===== config.mk =====
export PLATFORM = sky130hd
export DESIGN_NAME = vga_planar_fetch_flat
export DESIGN_NICKNAME = d
export VERILOG_FILES = /design/src/rtl/vga_pkg.sv /design/src/rtl/vga_planar_fetch_if.sv /design/src/rtl/vga_delay_line.sv /design/src/rtl/vga_planar_fetch.sv /design/src/flat_wrapper.sv
export SDC_FILE = /design/constraint.sdc
export NUM_CORES = 1
export LEC_CHECK = 0
export CORE_UTILIZATION = 60
export CTS_CLUSTER_DIAMETER = 60
export CTS_CLUSTER_SIZE = 20
export DETAILED_ROUTE_END_ITERATION = 7
export PLACE_DENSITY = 0.81
export SLEW_MARGIN = 20
export SYNTH_ARGS = -nofsm -noshare
export SYNTH_HDL_FRONTEND = slang
export SYNTH_SLANG_ARGS = --single-unit
export TNS_END_PERCENT = 10

===== constraint.sdc =====
create_clock -name clk -period 9.2 [get_ports clk]
set_input_delay 2.76 -clock clk [delete_from_list [all_inputs] [get_ports clk]]
set_output_delay 2.76 -clock clk [all_outputs]
set_load 0.02 [all_outputs]

===== src/rtl/vga_pkg.sv =====
// Shared definitions for the planar VGA fetch engine.
//   fetch_state_e : fetch FSM state encoding
//   DEF_DW        : default memory data width (pixels per word per plane)
//   DEF_PLANES    : default number of bit planes
//   DEF_LAT       : default h_count-to-attr pipeline delay
package vga_pkg;

    typedef enum logic [1:0] {
        StIdle,
        StReq,
        StFull
    } fetch_state_e;

    localparam int unsigned DEF_DW     = 16;
    localparam int unsigned DEF_PLANES = 4;
    localparam int unsigned DEF_LAT    = 10;

endpackage


===== src/rtl/vga_planar_fetch_if.sv =====
// Memory read port of the planar fetch engine.
//   fml_adr_o : word address {word_offset, plane}
//   fml_stb_o : read request, held until acknowledged
//   fml_ack_i : read data valid, one cycle per request
//   fml_dat_i : read data
// master = fetch engine, slave = memory.
interface vga_planar_fetch_if
    import vga_pkg::*;
#(
    parameter int unsigned AW = 17,
    parameter int unsigned DW = DEF_DW
);
    logic [AW-1:0] fml_adr_o;
    logic          fml_stb_o;
    logic          fml_ack_i;
    logic [DW-1:0] fml_dat_i;

    modport master (output fml_adr_o, output fml_stb_o, input fml_ack_i, input fml_dat_i);
    modport slave  (input fml_adr_o, input fml_stb_o, output fml_ack_i, output fml_dat_i);
endinterface


===== src/rtl/vga_delay_line.sv =====
// Fixed-depth register delay line with clock enable.
//   clk, rst : clock, synchronous active-high reset (clears every stage)
//   enable   : shift only when high
//   din      : input word
//   dout     : din delayed DEPTH enabled cycles
module vga_delay_line #(
    parameter int unsigned WIDTH = 1,
    parameter int unsigned DEPTH = 1
) (
    input  logic             clk,
    input  logic             rst,
    input  logic             enable,
    input  logic [WIDTH-1:0] din,
    output logic [WIDTH-1:0] dout
);
    logic [WIDTH-1:0] pipe_q [DEPTH];

    always_ff @(posedge clk) begin
        if (rst) begin
            for (int i = 0; i < DEPTH; i++) pipe_q[i] <= '0;
        end else if (enable) begin
            pipe_q[0] <= din;
            for (int i = 1; i < DEPTH; i++) pipe_q[i] <= pipe_q[i-1];
        end
    end

    assign dout = pipe_q[DEPTH-1];
endmodule


===== src/rtl/vga_planar_fetch.sv =====
// Planar VGA pixel fetch: per group of G dots, reads one word from each bit plane into
// staging, loads per-plane shift registers at a fixed pipeline point and emits one
// attribute per dot, aligned with the delayed horizontal sync / video flags.
//   clk, rst            : clock, synchronous active-high reset
//   enable              : clock enable; all state holds when low
//   fml                 : memory read port (master)
//   start_addr          : frame base word
//   line_offset         : words per scan line
//   pel_pan             : pixel pan, sampled at each shifter load
//   attr_plane_enable   : plane mask applied to attr
//   x_dotclockdiv2      : double-width pixels, v_count[0] ignored
//   h_count, v_count    : raster position
//   horiz_sync_i/_o     : sync flag in / delayed by LAT
//   video_on_h_i/_o     : video flag in / delayed by LAT
//   attr                : registered pixel attribute
//   underrun            : sticky flag, set when a fetch misses its load point
module vga_planar_fetch
    import vga_pkg::*;
#(
    parameter int unsigned DW     = DEF_DW,
    parameter int unsigned PLANES = DEF_PLANES,
    parameter int unsigned AW     = 17,
    parameter int unsigned LAT    = DEF_LAT,
    localparam int unsigned PW    = $clog2(PLANES),
    localparam int unsigned WW    = AW - PW,
    localparam int unsigned SW    = $clog2(DW),
    localparam int unsigned CW    = (PLANES > 1) ? PW : 1
) (
    input  logic               clk,
    input  logic               rst,
    input  logic               enable,
    vga_planar_fetch_if.master fml,
    input  logic [WW-1:0]      start_addr,
    input  logic [9:0]         line_offset,
    input  logic [SW-1:0]      pel_pan,
    input  logic [PLANES-1:0]  attr_plane_enable,
    input  logic               x_dotclockdiv2,
    input  logic [9:0]         h_count,
    input  logic [9:0]         v_count,
    input  logic               horiz_sync_i,
    input  logic               video_on_h_i,
    output logic               horiz_sync_o,
    output logic               video_on_h_o,
    output logic [PLANES-1:0]  attr,
    output logic               underrun
);
    fetch_state_e  state_q, state_d;
    logic [CW-1:0] plane_q, plane_d;
    logic [WW-1:0] word_q, word_d, word_next;
    logic [DW-1:0] staging_q [PLANES];
    logic [DW-1:0] shift_q [PLANES];
    logic [DW-1:0] shift_d [PLANES];
    logic [DW-1:0] rotated [PLANES];
    logic [2*DW-1:0] rot_dbl [PLANES];
    logic [PLANES-1:0] attr_q, attr_d;
    logic underrun_q;
    logic capture, load, advance, group_start;
    logic [9:0] g_mask, col, line;
    logic [19:0] line_prod;

    // Group size G is a power of two, so "h_count mod G == 0" is a mask test.
    assign g_mask      = x_dotclockdiv2 ? 10'(2 * DW - 1) : 10'(DW - 1);
    assign group_start = enable & ((h_count & g_mask) == '0);
    assign col         = x_dotclockdiv2 ? (h_count >> (SW + 1)) : (h_count >> SW);
    assign line        = x_dotclockdiv2 ? {1'b0, v_count[9:1]} : v_count;
    assign line_prod   = line * line_offset;
    assign word_next   = start_addr + WW'(line_prod) + WW'(col);
    assign advance     = ~x_dotclockdiv2 | h_count[0];

    // Load point: group start delayed LAT-1 enabled cycles.
    vga_delay_line #(.WIDTH(1), .DEPTH(LAT - 1)) u_load_dly (
        .clk(clk), .rst(rst), .enable(enable), .din(group_start), .dout(load)
    );

    vga_delay_line #(.WIDTH(2), .DEPTH(LAT)) u_flag_dly (
        .clk(clk), .rst(rst), .enable(enable),
        .din({horiz_sync_i, video_on_h_i}), .dout({horiz_sync_o, video_on_h_o})
    );

    always_ff @(posedge clk) begin
        if (rst) begin
            state_q <= StIdle;
            plane_q <= '0;
            word_q  <= '0;
        end else begin
            state_q <= state_d;
            plane_q <= plane_d;
            word_q  <= word_d;
        end
    end

    always_comb begin
        state_d = state_q;
        plane_d = plane_q;
        word_d  = word_q;
        capture = 1'b0;
        if (enable) begin
            unique case (state_q)
                StReq: begin
                    if (fml.fml_ack_i) begin
                        capture = 1'b1;
                        if (plane_q == CW'(PLANES - 1)) state_d = StFull;
                        else plane_d = plane_q + 1'b1;
                    end
                end
                StFull:  if (load) state_d = StIdle;
                default: ;
            endcase
            // Fetch still running at the load point: abandon it.
            if (load && state_q != StFull) state_d = StIdle;
            // Checked after the load so a coinciding group start opens the next fetch.
            if (group_start && state_d == StIdle) begin
                state_d = StReq;
                plane_d = '0;
                word_d  = word_next;
            end
        end
    end

    assign fml.fml_stb_o = (state_q == StReq);

    if (PW == 0) begin : g_one_plane
        assign fml.fml_adr_o = word_q;
    end else begin : g_planes
        assign fml.fml_adr_o = {word_q, plane_q[PW-1:0]};
    end

    always_ff @(posedge clk) begin
        if (rst) begin
            for (int p = 0; p < PLANES; p++) staging_q[p] <= '0;
        end else if (capture) begin
            staging_q[plane_q] <= fml.fml_dat_i;
        end
    end

    always_comb begin
        for (int p = 0; p < PLANES; p++) begin
            // Rotate left by pel_pan: upper half of the doubled word shifted left.
            rot_dbl[p] = {staging_q[p], staging_q[p]} << pel_pan;
            rotated[p] = rot_dbl[p][2*DW-1:DW];
            shift_d[p] = shift_q[p];
            if (load) shift_d[p] = (state_q == StFull) ? rotated[p] : '0;
            else if (advance) shift_d[p] = shift_q[p] << 1;
            // Taken from the next shifter value so attr lines up with the delayed flags.
            attr_d[p] = shift_d[p][DW-1] & attr_plane_enable[p];
        end
    end

    always_ff @(posedge clk) begin
        if (rst) begin
            for (int p = 0; p < PLANES; p++) shift_q[p] <= '0;
            attr_q     <= '0;
            underrun_q <= 1'b0;
        end else if (enable) begin
            shift_q <= shift_d;
            attr_q  <= attr_d;
            if (load && state_q != StFull) underrun_q <= 1'b1;
        end
    end

    assign attr     = attr_q;
    assign underrun = underrun_q;
endmodule


===== src/flat_wrapper.sv =====
// flat-port wrapper written by rule: the top's interface ports become plain ports
module vga_planar_fetch_flat import vga_pkg::*;
#(
    parameter int unsigned DW     = DEF_DW,
    parameter int unsigned PLANES = DEF_PLANES,
    parameter int unsigned AW     = 17,
    parameter int unsigned LAT    = DEF_LAT,
    localparam int unsigned PW    = $clog2(PLANES),
    localparam int unsigned WW    = AW - PW,
    localparam int unsigned SW    = $clog2(DW),
    localparam int unsigned CW    = (PLANES > 1) ? PW : 1
)
  (clk, rst, enable, start_addr, line_offset, pel_pan, attr_plane_enable, x_dotclockdiv2, h_count, v_count, horiz_sync_i, video_on_h_i, horiz_sync_o, video_on_h_o, attr, underrun, fml_fml_adr_o, fml_fml_stb_o, fml_fml_ack_i, fml_fml_dat_i);
  vga_planar_fetch_if #(.AW(AW), .DW(DW)) fml_i ();
  input  logic clk;
  input  logic rst;
  input  logic enable;
  input  logic [WW-1:0] start_addr;
  input  logic [9:0] line_offset;
  input  logic [SW-1:0] pel_pan;
  input  logic [PLANES-1:0] attr_plane_enable;
  input  logic x_dotclockdiv2;
  input  logic [9:0] h_count;
  input  logic [9:0] v_count;
  input  logic horiz_sync_i;
  input  logic video_on_h_i;
  output logic horiz_sync_o;
  output logic video_on_h_o;
  output logic [PLANES-1:0] attr;
  output logic underrun;
  output wire logic [$bits(fml_i.fml_adr_o)-1:0] fml_fml_adr_o;
  output wire logic [$bits(fml_i.fml_stb_o)-1:0] fml_fml_stb_o;
  input wire logic [$bits(fml_i.fml_ack_i)-1:0] fml_fml_ack_i;
  input wire logic [$bits(fml_i.fml_dat_i)-1:0] fml_fml_dat_i;
  assign fml_fml_adr_o = fml_i.fml_adr_o;
  assign fml_fml_stb_o = fml_i.fml_stb_o;
  assign fml_i.fml_ack_i = fml_fml_ack_i;
  assign fml_i.fml_dat_i = fml_fml_dat_i;
  vga_planar_fetch #(.DW(DW), .PLANES(PLANES), .AW(AW), .LAT(LAT)) u_core (.clk(clk), .rst(rst), .enable(enable), .fml(fml_i), .start_addr(start_addr), .line_offset(line_offset), .pel_pan(pel_pan), .attr_plane_enable(attr_plane_enable), .x_dotclockdiv2(x_dotclockdiv2), .h_count(h_count), .v_count(v_count), .horiz_sync_i(horiz_sync_i), .video_on_h_i(video_on_h_i), .horiz_sync_o(horiz_sync_o), .video_on_h_o(video_on_h_o), .attr(attr), .underrun(underrun));
endmodule

Yosys cells after proc, flatten, opt, wreduce, memory -nomap -nowiden
Memory sizes are Yosys's and may differ from the RTL's.
Cells that the tools add are included.
{"block": "totals", "in_bits": 76, "elab_cells": 127, "ff_bits": 88, "memories": 3, "ramBits": 93}
{"name": "u_core.staging_q", "depth": 4, "width": 16, "read_ports": 4, "rd_ports_with_merged_regs": 0, "write_ports": 4, "line": "vga_planar_fetch.sv:50", "text": "logic [DW-1:0] staging_q [PLANES];"}
{"name": "u_core.u_flag_dly.pipe_q", "depth": 10, "width": 2, "read_ports": 10, "rd_ports_with_merged_regs": 0, "write_ports": 10, "line": "vga_delay_line.sv:16", "text": "logic [WIDTH-1:0] pipe_q [DEPTH];"}
{"name": "u_core.u_load_dly.pipe_q", "depth": 9, "width": 1, "read_ports": 9, "rd_ports_with_merged_regs": 0, "write_ports": 9, "line": "vga_delay_line.sv:16"}
{"block": "op_classes", "n_reduce_logical": 12, "n_shift": 4, "n_mux": 59, "n_mul": 1, "add_sub_neg": 3, "bitwise_logic": 27, "n_eq_ne": 5}
{"op": "16-bit 2-to-1 mux", "count": 13}
{"op": "32-bit by 4-bit left shift with 32-bit output", "count": 4}
{"op": "2-bit 2-to-1 mux", "count": 21}
{"op": "1-bit 2-to-1 mux", "count": 21}
{"op": "1-bit bitwise OR", "count": 20}
{"op": "16-bit OR reduction", "count": 1}
{"op": "15-bit by 10-bit adder with 15-bit output", "count": 1}
{"op": "15-bit adder", "count": 1}
{"op": "10-bit by 10-bit multiplier with 15-bit output", "count": 1}
{"op": "10-bit AND", "count": 1}
{"op": "10-bit zero test", "count": 1}
{"op": "10-bit 2-to-1 mux", "count": 1}
{"op": "6-bit 2-to-1 mux", "count": 1}
{"op": "2-bit AND reduction", "count": 3}
{"op": "2-bit nonzero test", "count": 3}
{"op": "1-bit AND", "count": 5}
{"op": "5-bit 2-to-1 mux", "count": 1}
{"op": "2-bit equality test (second input constant)", "count": 2}
{"op": "2-bit != test (second input constant)", "count": 2}
{"op": "2-bit one-hot mux with 2 select lines", "count": 1}
{"op": "4-bit AND reduction", "count": 1}
{"op": "2-bit by 1-bit adder with 2-bit output (second input constant)", "count": 1}
{"op": "2-bit by 1-bit equality test with 1-bit output (second input constant)", "count": 1}
{"op": "1-bit logical AND", "count": 2}
{"op": "other kinds (2)", "count": 2}

Longest topological paths before layout
Gate-level depths: netlist of run 1.
{"block": "depth", "ltp_word": 10, "depth_mapped": 22, "depth_no_buf": 20}

Modules after synthesis
Synthesis of run 1 repeated with hierarchy kept, for this count alone.
{"block": "hier_totals", "cells_unflattened": 1289, "hier_area_um2": 13590.5}
{"mod": "vga_planar_fetch", "area_per_inst_um2": 12405.6, "instances": 1, "seq_area_each_um2": 3683.5, "cells_per_inst": 1223}
{"mod": "vga_delay_line at u_core.u_flag_dly", "area_per_inst_um2": 829.5, "instances": 1, "seq_area_each_um2": 600.6, "cells_per_inst": 47}
{"mod": "vga_delay_line at u_core.u_load_dly", "area_per_inst_um2": 355.3, "instances": 1, "seq_area_each_um2": 270.3, "cells_per_inst": 19}

Worst setup path after synthesis of run 1
No wires, ideal clock.
{"block": "synth_timing", "kind": "input to register", "from": "input x_dotclockdiv2", "to": "register u_core.word_q[11]", "t_required_ns": 9.130, "path_stages": 19, "arrival_ns": 7.719, "path_slack_ns": 1.411, "setup_time_ns": 0.070, "path_cell_list": "buf_4 -> clkbuf_1 -> mux2_2 -> and2_1 -> fa_1 -> ha_1 -> fa_1 -> inv_1 -> fa_1 -> fa_1 -> inv_1 -> ha_1 -> nor2b_1 -> o21ai_0 -> a21boi_0 -> o21a_1 -> o41ai_1 -> mux2_2 -> a21oi_1"}
{"block": "synth_via", "elab_chain_len": 6, "word_cells_on_any_way": 11, "classes_between": "add/sub: 2; mul: 1; mux: 3; bitwise: 2; reduce/logical: 3"}
{"element": "from (decl)", "line": "flat_wrapper.sv:22", "text": "input logic x_dotclockdiv2;"}
{"element": "branches (longest 6 deep; another with 10-bit by 10-bit multiplier with 15-bit output)"}
{"element": "to (signal assigned)", "line": "vga_planar_fetch.sv:88", "text": "word_q <= word_d;"}
{"element": "to (decl)", "line": "vga_planar_fetch.sv:49", "text": "logic [WW-1:0] word_q, word_d, word_next;"}
Parallel ways; which one is timed is not known.
A chain may end at the register's enable or synchronous reset.

Worst setup path in the final report of run 1
Ends and elaborated chain as after synthesis.

==> results of run 1 <==
-- logic make-up (layout without fill, tap and decap cells) --
| kind of cell | after synthesis | after routing |
|---|---|---|
| AO/OA/AOI/OAI | 136 | 136 |
| XOR/XNOR | 18 | 18 |
| adder cells (fa/ha/maj) | 116 | 116 |
| buffers and inverters | 199 | 261 |
| flip-flops | 181 | 181 |
| multiplexers | 205 | 205 |
| other | 0 | 1 |
| AND/OR/NAND/NOR | 383 | 383 |
-- per-stage QoR --
step | instance area [sq um] | total power (uW) | hold WS [ns] | utilization [%]
2_1_floorplan | 13500 | 2020 | 0.425 | -
3_3_place_gp | 14500 | 2290 | 0.433 | 66.1
3_5_place_dp | 14500 | 2340 | 0.439 | 66.1
4_1_cts | 15100 | 3070 | 0.456 | 68.8
5_1_grt | 15100 | 3300 | 0.478 | 68.8
6_report | 15100 | 3070 | 0.457 | 68.8
-- power groups by stage --
stage	Clock (uW)	Sequential [uW]	Combinational (uW)
final	734	918	1420
after global routing	769	922	1610
after CTS	741	917	1420
after detailed placement	0	934	1400
after global placement	0	932	1360
after floorplan	0	929	1090
-- cells in the mapped netlist (all sizes together), types with 3 or more instances --
master   instances  area (sq um)
or2              4          25.0
mux2            20           229
nor2            83           312
nand2           72           270
xnor2           17           149
mux2i          121          1210
o21a             5          37.5
nand2b           5          31.3
mux4            64          1450
nor3            60           300
inv            115           432
o22ai            4          25.0
ha              41           513
and2           139           870
a221oi          56           534
dfxtp           88          1760
o211ai           4          30.0
buf             47           315
or3              3          18.8
nor2b            5          31.3
a22o             4          35.0
clkbuf          37           143
a21oi           18           101
o2111ai          4          35.0
nand3            6          30.0
fa              74          1480
a211oi           3          22.5
a21o             9          67.6
o21ai           21           105
edfxtp          93          2790
-- cells in the final DEF, fill, tap and decap left out, drive strengths merged, types with 5 or more instances in the layout --
master and instances:
and2 139, buf 19, nand2b 5, a21oi 18, clkbuf 17, nor2 83, xnor2 17, edfxtp 93
o21a 5, inv 124, dfxtp 88, ha 41, mux2 20, o21ai 21, a21o 9, nand2 72
a221oi 56, nor2b 5, fa 74, nor3 60, mux4 64, mux2i 121, nand3 6, clkdlybuf4s50 95
-- worst min path at each step --
| stage | start | to | slack, ns | cells after the start |
|---|---|---|---|---|
| 3_5_place_dp | u_core.shift_q[31] | u_core.shift_q[31] | 0.44 | 1 |
| 3_3_place_gp | u_core.shift_q[63] | u_core.shift_q[63] | 0.43 | 1 |
| 6_report | u_core.shift_q[0] | u_core.shift_q[0] | 0.46 | 2 |
| 4_1_cts | u_core.shift_q[31] | u_core.shift_q[31] | 0.46 | 1 |
| 2_1_floorplan | u_core.shift_q[47] | u_core.shift_q[47] | 0.43 | 1 |
| 5_1_grt | u_core.shift_q[0] | u_core.shift_q[0] | 0.48 | 2 |
-- state kept, by name, indices dropped and copies added, names as in the netlist, 2 cells and up --
| register | count |
|---|---|
| u_core.word_q | 15 |
| u_core.staging_q | 64 |
| u_core.attr | 4 |
| u_core.state_q | 2 |
| u_core.plane_q | 2 |
| u_core.shift_q | 64 |
| u_core.u_flag_dly.pipe_q | 20 |
| u_core.u_load_dly.pipe_q | 9 |
-- metal layers --
layer	vias up	global-route usage [%]
li1	4488	-
met1	4847	40.9
met5	-	0
met4	0	9.14
met3	42	4.91
met2	389	40.7
-- area by class of cell --
cell class	instances	area, sq um	area share, %
multi-input combinational	858	8090	53.5
sequential	181	4550	30.1
timing repair buffer	114	1090	7.21
inverter	115	432	2.86
clock buffer	17	425	2.82
tap	280	350	2.32
clock inverter	15	165	1.09
antenna	1	2.50	0.0166
-- worst max-delay path, cell delays in order --
cell	delay (ns)
clkdlybuf4s50_1	0.73
buf_4	0.29
mux2_2	0.44
and2_1	0.20
fa_1	0.43
ha_1	0.20
fa_1	0.48
inv_1	0.06
fa_1	0.50
fa_1	0.49
inv_1	0.04
ha_1	0.31
nor2b_1	0.14
o21ai_0	0.20
a21boi_0	0.19
o21a_1	0.22
o41ai_1	0.28
mux2_2	0.38
a21oi_1	0.13
==> summary.md, run 1 <==
| Metric | Value |
|---|---|
| Status | complete, but fails checks |
| Failing checks | design-rule violations |
| VDD IR max | 200 uV |
| Finished Layout Cells | 1581 |
| Area Growth Syn to Fin | 12.0% |
| # rows | 54 |
| Power Internal | 1910 uW |
| Sequential share of power | 29.9% |
| Max_cap viols | 0 |
| Vias in the first global route | 9420 |
| Met3 routed WL | 2270 microns |
| Worst-path fanout max | 11 |
| Final Setup Violations | 0 |
| Register area share after synthesis | 33.8% |
| Slew HR | 30.7% |
| Pleak | 0.00624 uW |
| CTS clk-pin slew, worst paths | 0.07 ns |
| Fin. Hold Viols | 0 |
| Grt ovf | 0 |
| Metal2 WL | 13700 microns |
| FF-to-FF path depth | 8 |
| Die area | 0.0231 sq mm |
| Max-slew violations | 0 |
| Starting Density | 61.4% |
| Final Critical Period | 8.11 ns |
| DRC viols | 4 |
| Initial drt markers | 747 |
| Worst-Skew Late Latency | 0.43 ns |
| Post-synthesis mux area share | 21.4% |
| Combinational share of power | 46.2% |
| Syn Inst Count | 1238 |
| Post-detail-place hpwl | 22000 microns |
| Fillers | 1600 |
| Final WL | 30400 microns |
| I/O Buffers | 100 |
| GR Util All Layers | 27.4% |
| Synth Warn # | 0 |
| Peak Freq | 123 MHz |
| Via Count | 9766 |
| Hold buffers post-CTS | 0 |
| Worst Max-Slew Pin Slew | 1.04 ns |
| Synth Area in Compound Gates | 7.87% |
| Routed met1 length | 13800 microns |
| Core area | 0.0220 sq mm |
| Period Utilization, post-route | 88.1% |
| Fin nets | 1478 |
| CP required | 9.56 ns |
| Share of layout cells above drive strength 1 | 11.8% |
| Critical Path Sink | u_core.word_q[11] |
| Top FF cell, synth | edfxtp_1 |
| Critical R2R Capture | u_core.plane_q[1] |
| Sw Ratio | 37.7% |
| DR WL/cell | 19.2 microns |
| Via density | 6.18 |
| Mapped Area | 0.0135 sq mm |
| RSZ-0062 raised after global routing | false |
| Drt first pass iters | 7 |
| Critical path type | in -> reg |
| I/O pin count | 101 |
| Share of async-settable or async-resettable flops after synthesis | 0% |
| R2R Setup Slk | 6.39 ns |
| Largest net degree at the start of global routing | 81 |
| Worst r2r src | u_core.plane_q[0] |
| Clock network fraction of total power | 23.9% |
| Routed Antenna Nets | 0 |
| Bufs on Longest Clock Path | 2 |
| Post-synth EDFFs | 93 |
| Setup TNS | 0 ns |
| CP arrival | 8.47 ns |
| Clock skew | 0.00835 ns |
| Placed insts | 1548 |
| Pwr Density | 203 mW/mm^2 |
| CP startpoint | x_dotclockdiv2 |
| CTS resizes | 0 |
| Die X | 152 microns |
| Xor-xnor portion of the synthesized cell area | 1.17% |
| CP Capture Type | flop |
| Largest family of logic cells by synthesized area | multiplexers |
| Post-Syn Nets | 1429 |
| Min-delay worst type | reg -> reg |
| Die H | 152 microns |
| CTS tree | yes |
| Post-synthesis simple-gate area fraction | 14.3% |
| Final worst slack | 1.09 ns |
| Avg Cell Area, Syn | 10.9 sq um |
| # clock sinks | 181 |
| CP startpoint kind | primary input |
| GP Congestion | 0.858 |
| Switch Pwr | 1160 uW |
| First-pass GRT wire length | 50000 microns |
| Post-CTS Repair Setup Buffers | 0 |
| Synth Register Bits | 181 |
| Clk root buf | clkbuf_16 |
| H-tree depth | 4 |
| Initial antenna violation count | 1 |
| Number of clock buffers inserted by TritonCTS | 17 |
| Yosys cell types | 54 |
| Dpl ws | 0.686 ns |
| Post-Synth Adder-Cell Area | 14.9% |
| Highest Signal Layer | met4 |
Note: power is estimated with default switching activity, not from simulation.
==> run 2: changes to the inputs <==
--- a/config.mk
+++ b/config.mk
@@ -5,11 +5,12 @@
 export SDC_FILE = /design/constraint.sdc
 export NUM_CORES = 1
 export LEC_CHECK = 0
-export CORE_UTILIZATION = 60
+export CORE_UTILIZATION = 56
+export CTS_BUF_LIST = sky130_fd_sc_hd__clkbuf_4
 export CTS_CLUSTER_DIAMETER = 60
 export CTS_CLUSTER_SIZE = 20
 export DETAILED_ROUTE_END_ITERATION = 7
-export PLACE_DENSITY = 0.81
+export PLACE_DENSITY = 0.8
 export SLEW_MARGIN = 20
 export SYNTH_ARGS = -nofsm -noshare
 export SYNTH_HDL_FRONTEND = slang
==> constraint.sdc (replaced) <==
create_clock -name clk -period 7.3 [get_ports clk]
set_input_delay 2.19 -clock clk [delete_from_list [all_inputs] [get_ports clk]]
set_output_delay 2.19 -clock clk [all_outputs]
set_load 0.02 [all_outputs]
==> summary.md, run 2 (synthesis gave the netlist of run 1 again) <==
| Metric | Value |
|---|---|
| Worst-Skew Late Latency | 0.59 ns (+0.16 ns) |
| Vias in the first global route | 9413 (-0.074%) |
| GP Congestion | 0.870 (+1.4%) |
| Core area | 0.0235 sq mm (+7.2%) |
| Sw Ratio | 37.9% (+0.24 points) |
| Clock network fraction of total power | 16.1% (-7.8 points) |
| Starting Density | 57.3% (-4.1 points) |
| RSZ-0062 raised after global routing | false |
| Initial drt markers | 955 (+28%) |
| Clk root buf | clkbuf_4 |
| Design area | 0.0151 sq mm (-0.15%) |
| Hold buffers post-CTS | 0 (unchanged) |
| Fillers | 1903 (+19%) |
| Pleak | 0.00627 uW (+0.56%) |
| Slew HR | 30.5% (-0.18 points) |
| Period Utilization, post-route | 96.3% |
| Initial antenna violation count | 0 (-1) |
| Fin nets | 1508 (+2.0%) |
| Final WL | 30700 microns (+0.88%) |
| # rows | 56 (+3.7%) |
| Max_cap viols | 0 (unchanged) |
| Placed insts | 1617 (+4.5%) |
| Via Count | 9757 (-0.092%) |
| Critical Path, Cell by Cell | clkdlybuf4s50_1, mux2_2, and2_1, fa_1, ha_1, fa_1, inv_1, fa_1, fa_1, inv_1, ha_1, nor2b_1, o21ai_0, a21boi_0, o21a_1, o41ai_1, mux2_2, a21oi_1 |
| CTS resizes | 0 (unchanged) |
| CP top delay family | adder cells |
| Largest stage delay, worst path | 0.62 ns (-0.11 ns) |
| Share of layout cells above drive strength 1 | 13.8% (+1.9 points) |
| Worst-path fanout max | 6 (-5) |
| DRC viols | 0 (-4) |
| Die H | 157 microns (+3.5%) |
| Clock skew | 0.0240 ns (+0.0157 ns) |
| Min-delay worst type | reg -> reg |
| Worst path slowest cell | clkdlybuf4s50_1 |
| Grt ovf | 0 (unchanged) |
| CP required | 7.83 ns (-1.73 ns) |
| Final Critical Period | 7.03 ns |
| Number of clock buffers inserted by TritonCTS | 17 (unchanged) |
| Die area | 0.0247 sq mm (+7.0%) |
| Critical path type | in -> reg |
| Final Setup Violations | 0 (unchanged) |
| Power Internal | 2340 uW (+22%) |
| Sequential share of power | 30.7% (+0.8 points) |
| Ant. Diodes | 0 (-1) |
| Drt first pass iters | 5 (-2) |
| Total power | 3760 uW (+23%) |
| Die X | 157 microns (+3.5%) |
| CP Capture Type | flop |
| Via density | 5.92 (-4.2%) |
| CTS tree | yes |
| Finished Layout Cells | 1649 (+4.3%) |
| Most used cell, CP | fa_1 |
| Bufs on Longest Clock Path | 2 (unchanged) |
| Routed Antenna Nets | 0 (unchanged) |
| H-tree depth | 4 (unchanged) |
| CP arrival | 7.56 ns (-0.91 ns) |
| Peak Freq | 142 MHz |
| WP buf/inv | 3 (-1) |
| Status | finished clean |
| CP startpoint kind | primary input |
| Placed cell area | 0.0148 sq mm (+1.9%) |
| Post-detail-place hpwl | 23300 microns (+5.9%) |
| GR Util All Layers | 26.3% (-1.2 points) |
| Leading registers by flop count | u_core.shift_q x64, u_core.staging_q x64, u_core.u_flag_dly.pipe_q x20 |
| DR WL/cell | 18.6 microns (-3.3%) |
| Post-CTS Repair Setup Buffers | 0 (unchanged) |
| Fin. Hold Viols | 0 (unchanged) |
| Max-slew violations | 0 (unchanged) |
| Largest net degree at the start of global routing | 81 (unchanged) |
| Most frequent cells in the layout | 139 x and2_1, 121 x mux2i_1, 114 x inv_1 |
| # clock sinks | 181 (unchanged) |
| Final hold slack | 0.471 ns (+0.0134 ns) |
| First-pass GRT wire length | 50000 microns (about the same) |
| Combinational share of power | 53.1% (+6.9 points) |
| Pwr Density | 249 mW/mm^2 (+23%) |
| I/O Buffers | 100 (unchanged) |
| I/O pin count | 101 (unchanged) |
| CTS clk-pin slew, worst paths | 0.16 ns (+0.09 ns) |
| Switch Pwr | 1430 uW (+23%) |
| VDD IR max | 292 uV (+46%) |
| Commonest non-fill, non-tap cell in the layout | and2_1 |
| Worst Max-Slew Pin Slew | 1.04 ns (+0.00274 ns) |
| Area Growth Syn to Fin | 11.8% |
## run 2: changes by cell type in the layout (fill, tap and decap cells not counted), moves of 2 or more
cell	delta
buf_4	+31
clkinv_2	+2
clkbuf_4	+17
inv_4	+2
inv_2	+2
inv_6	-5
clkbuf_16	-17
bufinv_16	+2
clkinvlp_4	-2
## run 2: worst paths after layout
check | startpoint | endpoint | slack (ns) | cells after the start
worst max register to register | u_core.plane_q[0] | u_core.plane_q[1] | 4.51 | 8
worst min register to register | u_core.shift_q[0] | u_core.shift_q[0] | 0.47 | 2
worst max-delay path | x_dotclockdiv2 | u_core.word_q[11] | 0.27 | 18
worst min-delay path | u_core.shift_q[0] | u_core.shift_q[0] | 0.47 | 2
## run 2: per-stage QoR
step | worst slack [ns] | utilization (%) | setup TNS, ns
6_report | 0.271 | 64.1 | 0
5_1_grt | 0.102 | 64.1 | 0
4_1_cts | 0.352 | 64.1 | 0
3_5_place_dp | -0.276 | 62.8 | -0.966
3_3_place_gp | -0.121 | 62.8 | -0.275
2_1_floorplan | 0.0806 | - | 0
## run 2: cell type report
type	count	area, sq um	area share [%]
multi-input combinational	858	8090	53.6
sequential	181	4550	30.2
timing repair buffer	144	1310	8.69
inverter	115	432	2.86
tap	319	399	2.65
clock inverter	15	178	1.18
clock buffer	17	128	0.846
## run 2: power groups by stage
stage          combinational, uW  sequential [uW]  clock [uW]
2_1_floorplan               1370             1170           0
3_3_place_gp                1920             1180           0
3_5_place_dp                1980             1180           0
4_1_cts                     2000             1160         616
5_1_grt                     2260             1160         651
6_report                    2000             1160         608
## run 2: per-layer routing
| metal | up-vias | GRT usage [%] | wire, microns |
|---|---|---|---|
| li1 | 4556 | - | - |
| met1 | 4854 | 38.8 | 13900 |
| met2 | 323 | 41.4 | 14600 |
| met3 | 24 | 3.91 | 1940 |
| met4 | 0 | 4.81 | 338 |
| met5 | - | 0 | 0 |
## run 2: worst register-to-register path, stage by stage, from the launching register on
cell and delay, ns:
dfxtp_1 0.51, ha_1 0.25, nand2_1 0.12, a21o_1 0.20, maj3_1 0.41, a21oi_4 0.64
o21ai_0 0.26, a22oi_1 0.23, nor2_1 0.05
==> run 3: changes to the inputs <==
--- a/config.mk
+++ b/config.mk
@@ -5,14 +5,15 @@
 export SDC_FILE = /design/constraint.sdc
 export NUM_CORES = 1
 export LEC_CHECK = 0
-export CORE_UTILIZATION = 56
+export CORE_UTILIZATION = 66
 export CTS_BUF_LIST = sky130_fd_sc_hd__clkbuf_4
 export CTS_CLUSTER_DIAMETER = 60
 export CTS_CLUSTER_SIZE = 20
 export DETAILED_ROUTE_END_ITERATION = 7
-export PLACE_DENSITY = 0.8
+export PLACE_DENSITY = 0.88
 export SLEW_MARGIN = 20
 export SYNTH_ARGS = -nofsm -noshare
 export SYNTH_HDL_FRONTEND = slang
+export SYNTH_HIERARCHICAL = 1
 export SYNTH_SLANG_ARGS = --single-unit
 export TNS_END_PERCENT = 10
==> constraint.sdc (replaced) <==
create_clock -name clk -period 8.3 [get_ports clk]
set_input_delay 2.49 -clock clk [delete_from_list [all_inputs] [get_ports clk]]
set_output_delay 2.49 -clock clk [all_outputs]
set_load 0.02 [all_outputs]
==> summary.md, run 3 <==
| Metric | Value |
|---|---|
| Number of clock buffers inserted by TritonCTS | 17 (unchanged) |
| Top cells by count, synth | 116 x inv_1, 108 x nor2_1, 100 x and2_1 |
| Post-CTS Repair Setup Buffers | 0 (unchanged) |
| Worst-Skew Late Latency | 0.61 ns (+0.02 ns) |
| Final hold slack | 0.462 ns (-0.00829 ns) |
| Top-area cell type share of the netlist area | 20.5% (-0.15 points) |
| Starting Density | 67.2% (+9.9 points) |
| Pwr Density | 205 mW/mm^2 (-18%) |
| Grt ovf | 0 (unchanged) |
| CP arrival | 8.12 ns (+0.56 ns) |
| Synth Warn # | 6 (+6) |
| FF-to-FF path depth | 8 (unchanged) |
| Fin nets | 1523 (+0.99%) |
| I/O Buffers | 100 (unchanged) |
| Via density | 6.39 (+8.0%) |
| Final WL | 31800 microns (+3.4%) |
| Worst Hold Depth | 2 (unchanged) |
| CP Capture Type | flop |
| Die H | 146 microns (-7.4%) |
| Vias in the first global route | 10.2k (+8.8%) |
| R2R Setup Slk | 5.71 ns (+1.20 ns) |
| Min-delay worst type | reg -> reg |
| Post-detail-place hpwl | 23100 microns (-0.59%) |
| Max_cap viols | 0 (unchanged) |
| Initial drt markers | 1105 (+16%) |
| Setup TNS | 0 ns (unchanged) |
| Synth Register Bits | 181 (unchanged) |
| Register area share after synthesis | 33.5% (-0.25 points) |
| Final Critical Period | 7.61 ns |
| Initial antenna violation count | 1 (+1) |
| Critical R2R Capture | u_core/word_q[13] |
| Via Count | 10.3k (+5.8%) |
| DR WL/cell | 19.7 microns (+5.6%) |
| Die area | 0.0212 sq mm (-14%) |
| Peak Freq | 131 MHz |
| Status | finished clean |
| Die X | 146 microns (-7.4%) |
| RSZ-0062 raised after global routing | false |
| GR Util All Layers | 31.0% (+4.8 points) |
| Bufs on Longest Clock Path | 2 (unchanged) |
| CTS tree | yes |
| Fin. Hold Viols | 0 (unchanged) |
| Largest net degree at the start of global routing | 101 (+25%) |
| Area Growth Syn to Fin | 10.0% |
| CP required | 8.82 ns (+0.99 ns) |
| Post-synth EDFFs | 93 (unchanged) |
| Worst-path fanout max | 11 (+5) |
| DRC viols | 0 (unchanged) |
| Slew HR | 32.3% (+1.8 points) |
| # rows | 52 (-7.1%) |
| Syn Inst Count | 1289 (+4.1%) |
| Hold buffers post-CTS | 0 (unchanged) |
| VDD IR max | 225 uV (-23%) |
| Post-Syn Nets | 1480 (+3.6%) |
| Dpl ws | 0.155 ns (+0.431 ns) |
| Min-Delay Startpoint | u_core/shift_q[32] |
| CP startpoint kind | primary input |
| Top-count cell post-synth | inv_1 |
| Area leader, netlist | edfxtp_1 |
| CTS clk-pin slew, worst paths | 0.15 ns (about the same) |
| Period Utilization, post-route | 91.6% |
| Worst r2r src | u_core/plane_q[0] |
| Mapped Area | 0.0136 sq mm (+0.75%) |
| Share of async-settable or async-resettable flops after synthesis | 0% (unchanged) |
| CTS resizes | 0 (unchanged) |
| Core area | 0.0202 sq mm (-14%) |
| Avg Cell Area, Syn | 10.5 sq um (-3.2%) |
| GP Congestion | 0.865 (-0.59%) |
| I/O pin count | 101 (unchanged) |
| Yosys cell types | 56 (+3.7%) |
| Critical path type | in -> reg |
| Top FF cell, synth | edfxtp_1 |
| Clock skew | 0.0281 ns (+0.00411 ns) |
| Final Setup Violations | 0 (unchanged) |
| Routed Antenna Nets | 0 (unchanged) |
| H-tree depth | 4 (unchanged) |
| Synth area leaders | edfxtp_1 21%, dfxtp_1 13%, fa_1 11% |
| First-pass GRT wire length | 51600 microns (+3.1%) |
| Ant. Diodes | 0 (unchanged) |
| Hold Crit Endpoint | u_core/shift_q[32] |
| Share of layout cells above drive strength 1 | 12.7% (-1.0 points) |
| Clk root buf | clkbuf_4 |
| Max-slew violations | 0 (unchanged) |
| Pleak | 0.00613 uW (-2.3%) |
| Commonest non-fill, non-tap cell in the layout | inv_1 |
| Leading registers by flop count | u_core/shift_q x64, u_core/staging_q x64, u_core/u_flag_dly/pipe_q x20 |
| Final worst slack | 0.693 ns (+0.422 ns) |
| Drt first pass iters | 7 (+2) |
| Most frequent cells in the layout | 116 x inv_1, 107 x nor2_1, 100 x and2_1 |
| # clock sinks | 181 (unchanged) |
| Fillers | 1331 (-30%) |
| Worst Max-Slew Pin Slew | 1.02 ns (-0.0266 ns) |
-- run 3: cell count changes in the layout (fill, tap and decap cells not counted), sizes merged, moves of 25 or more --
cell,before,now
mux2i,121,80
and2,139,100
and3b,0,29
buf,49,24
nor2,83,108
-- run 3: worst max-delay path, cell delays in order --
cell,delay [ns]
clkdlybuf4s50_1,0.67
buf_4,0.27
mux2_2,0.46
and2_1,0.21
fa_1,0.43
ha_1,0.21
fa_1,0.48
inv_1,0.05
fa_1,0.48
fa_1,0.49
inv_1,0.04
ha_1,0.30
nor2b_1,0.14
o21ai_0,0.21
a21boi_0,0.21
o21ai_0,0.20
a21boi_0,0.16
or4b_1,0.53
o311ai_1,0.08
-- run 3: final cells by class --
| type | count | area, sq um | share of cell area [%] |
|---|---|---|---|
| Timing Repair Buffer | 118 | 1120 | 7.47 |
| Tap cell | 270 | 338 | 2.26 |
| Inverter | 116 | 435 | 2.91 |
| Clock buffer | 18 | 135 | 0.904 |
| Sequential cell | 181 | 4550 | 30.5 |
| Multi-Input combinational cell | 898 | 8190 | 54.7 |
| Clock inverter | 14 | 188 | 1.26 |
-- run 3: cells by family after synthesis --
logic type,synth area share [%]
flip-flops,33.5
multiplexers,19.9
buffers and inverters,6.38
XOR/XNOR,1.26
adder cells (fa/ha/maj),14.7
AND/OR/NAND/NOR,15.5
AO/OA/AOI/OAI,8.70
-- run 3: report_power, final --
part / switching, uW / internal (uW)
combinational: 826 / 686
clock: 337 / 196
sequential: 33.4 / 986
total: 1200 / 1870
-- run 3: routing by layer --
layer / global-route usage, % / routed length, microns
met2: 51.0 / 15500
met4: 14.0 / 1240
met1: 39.7 / 12300
met3: 6.71 / 2720
met5: 0 / 0
-- run 3: worst max path at each step --
stage / startpoint / slack [ns] / end / cells after the start
floorplan: x_dotclockdiv2 / 0.49 / u_core/word_q[13] / 20
CTS: x_dotclockdiv2 / 0.77 / u_core/word_q[13] / 19
global route: x_dotclockdiv2 / 0.51 / u_core/word_q[14] / 18
detailed placement: x_dotclockdiv2 / 0.15 / u_core/word_q[13] / 19
global placement: x_dotclockdiv2 / 0.26 / u_core/word_q[14] / 18
finish: x_dotclockdiv2 / 0.69 / u_core/word_q[13] / 19
-- run 3: metrics by stage --
stage                     std cells  area [sq um]  util (%)  power, uW
after floorplan                1289         13600         -       2170
after global placement         1583         14600      72.3       2440
after detailed placement       1583         14600      72.3       2520
after CTS                      1615         14900      73.9       3060
after global routing           1615         15000      73.9       3280
final                          1615         15000      73.9       3070
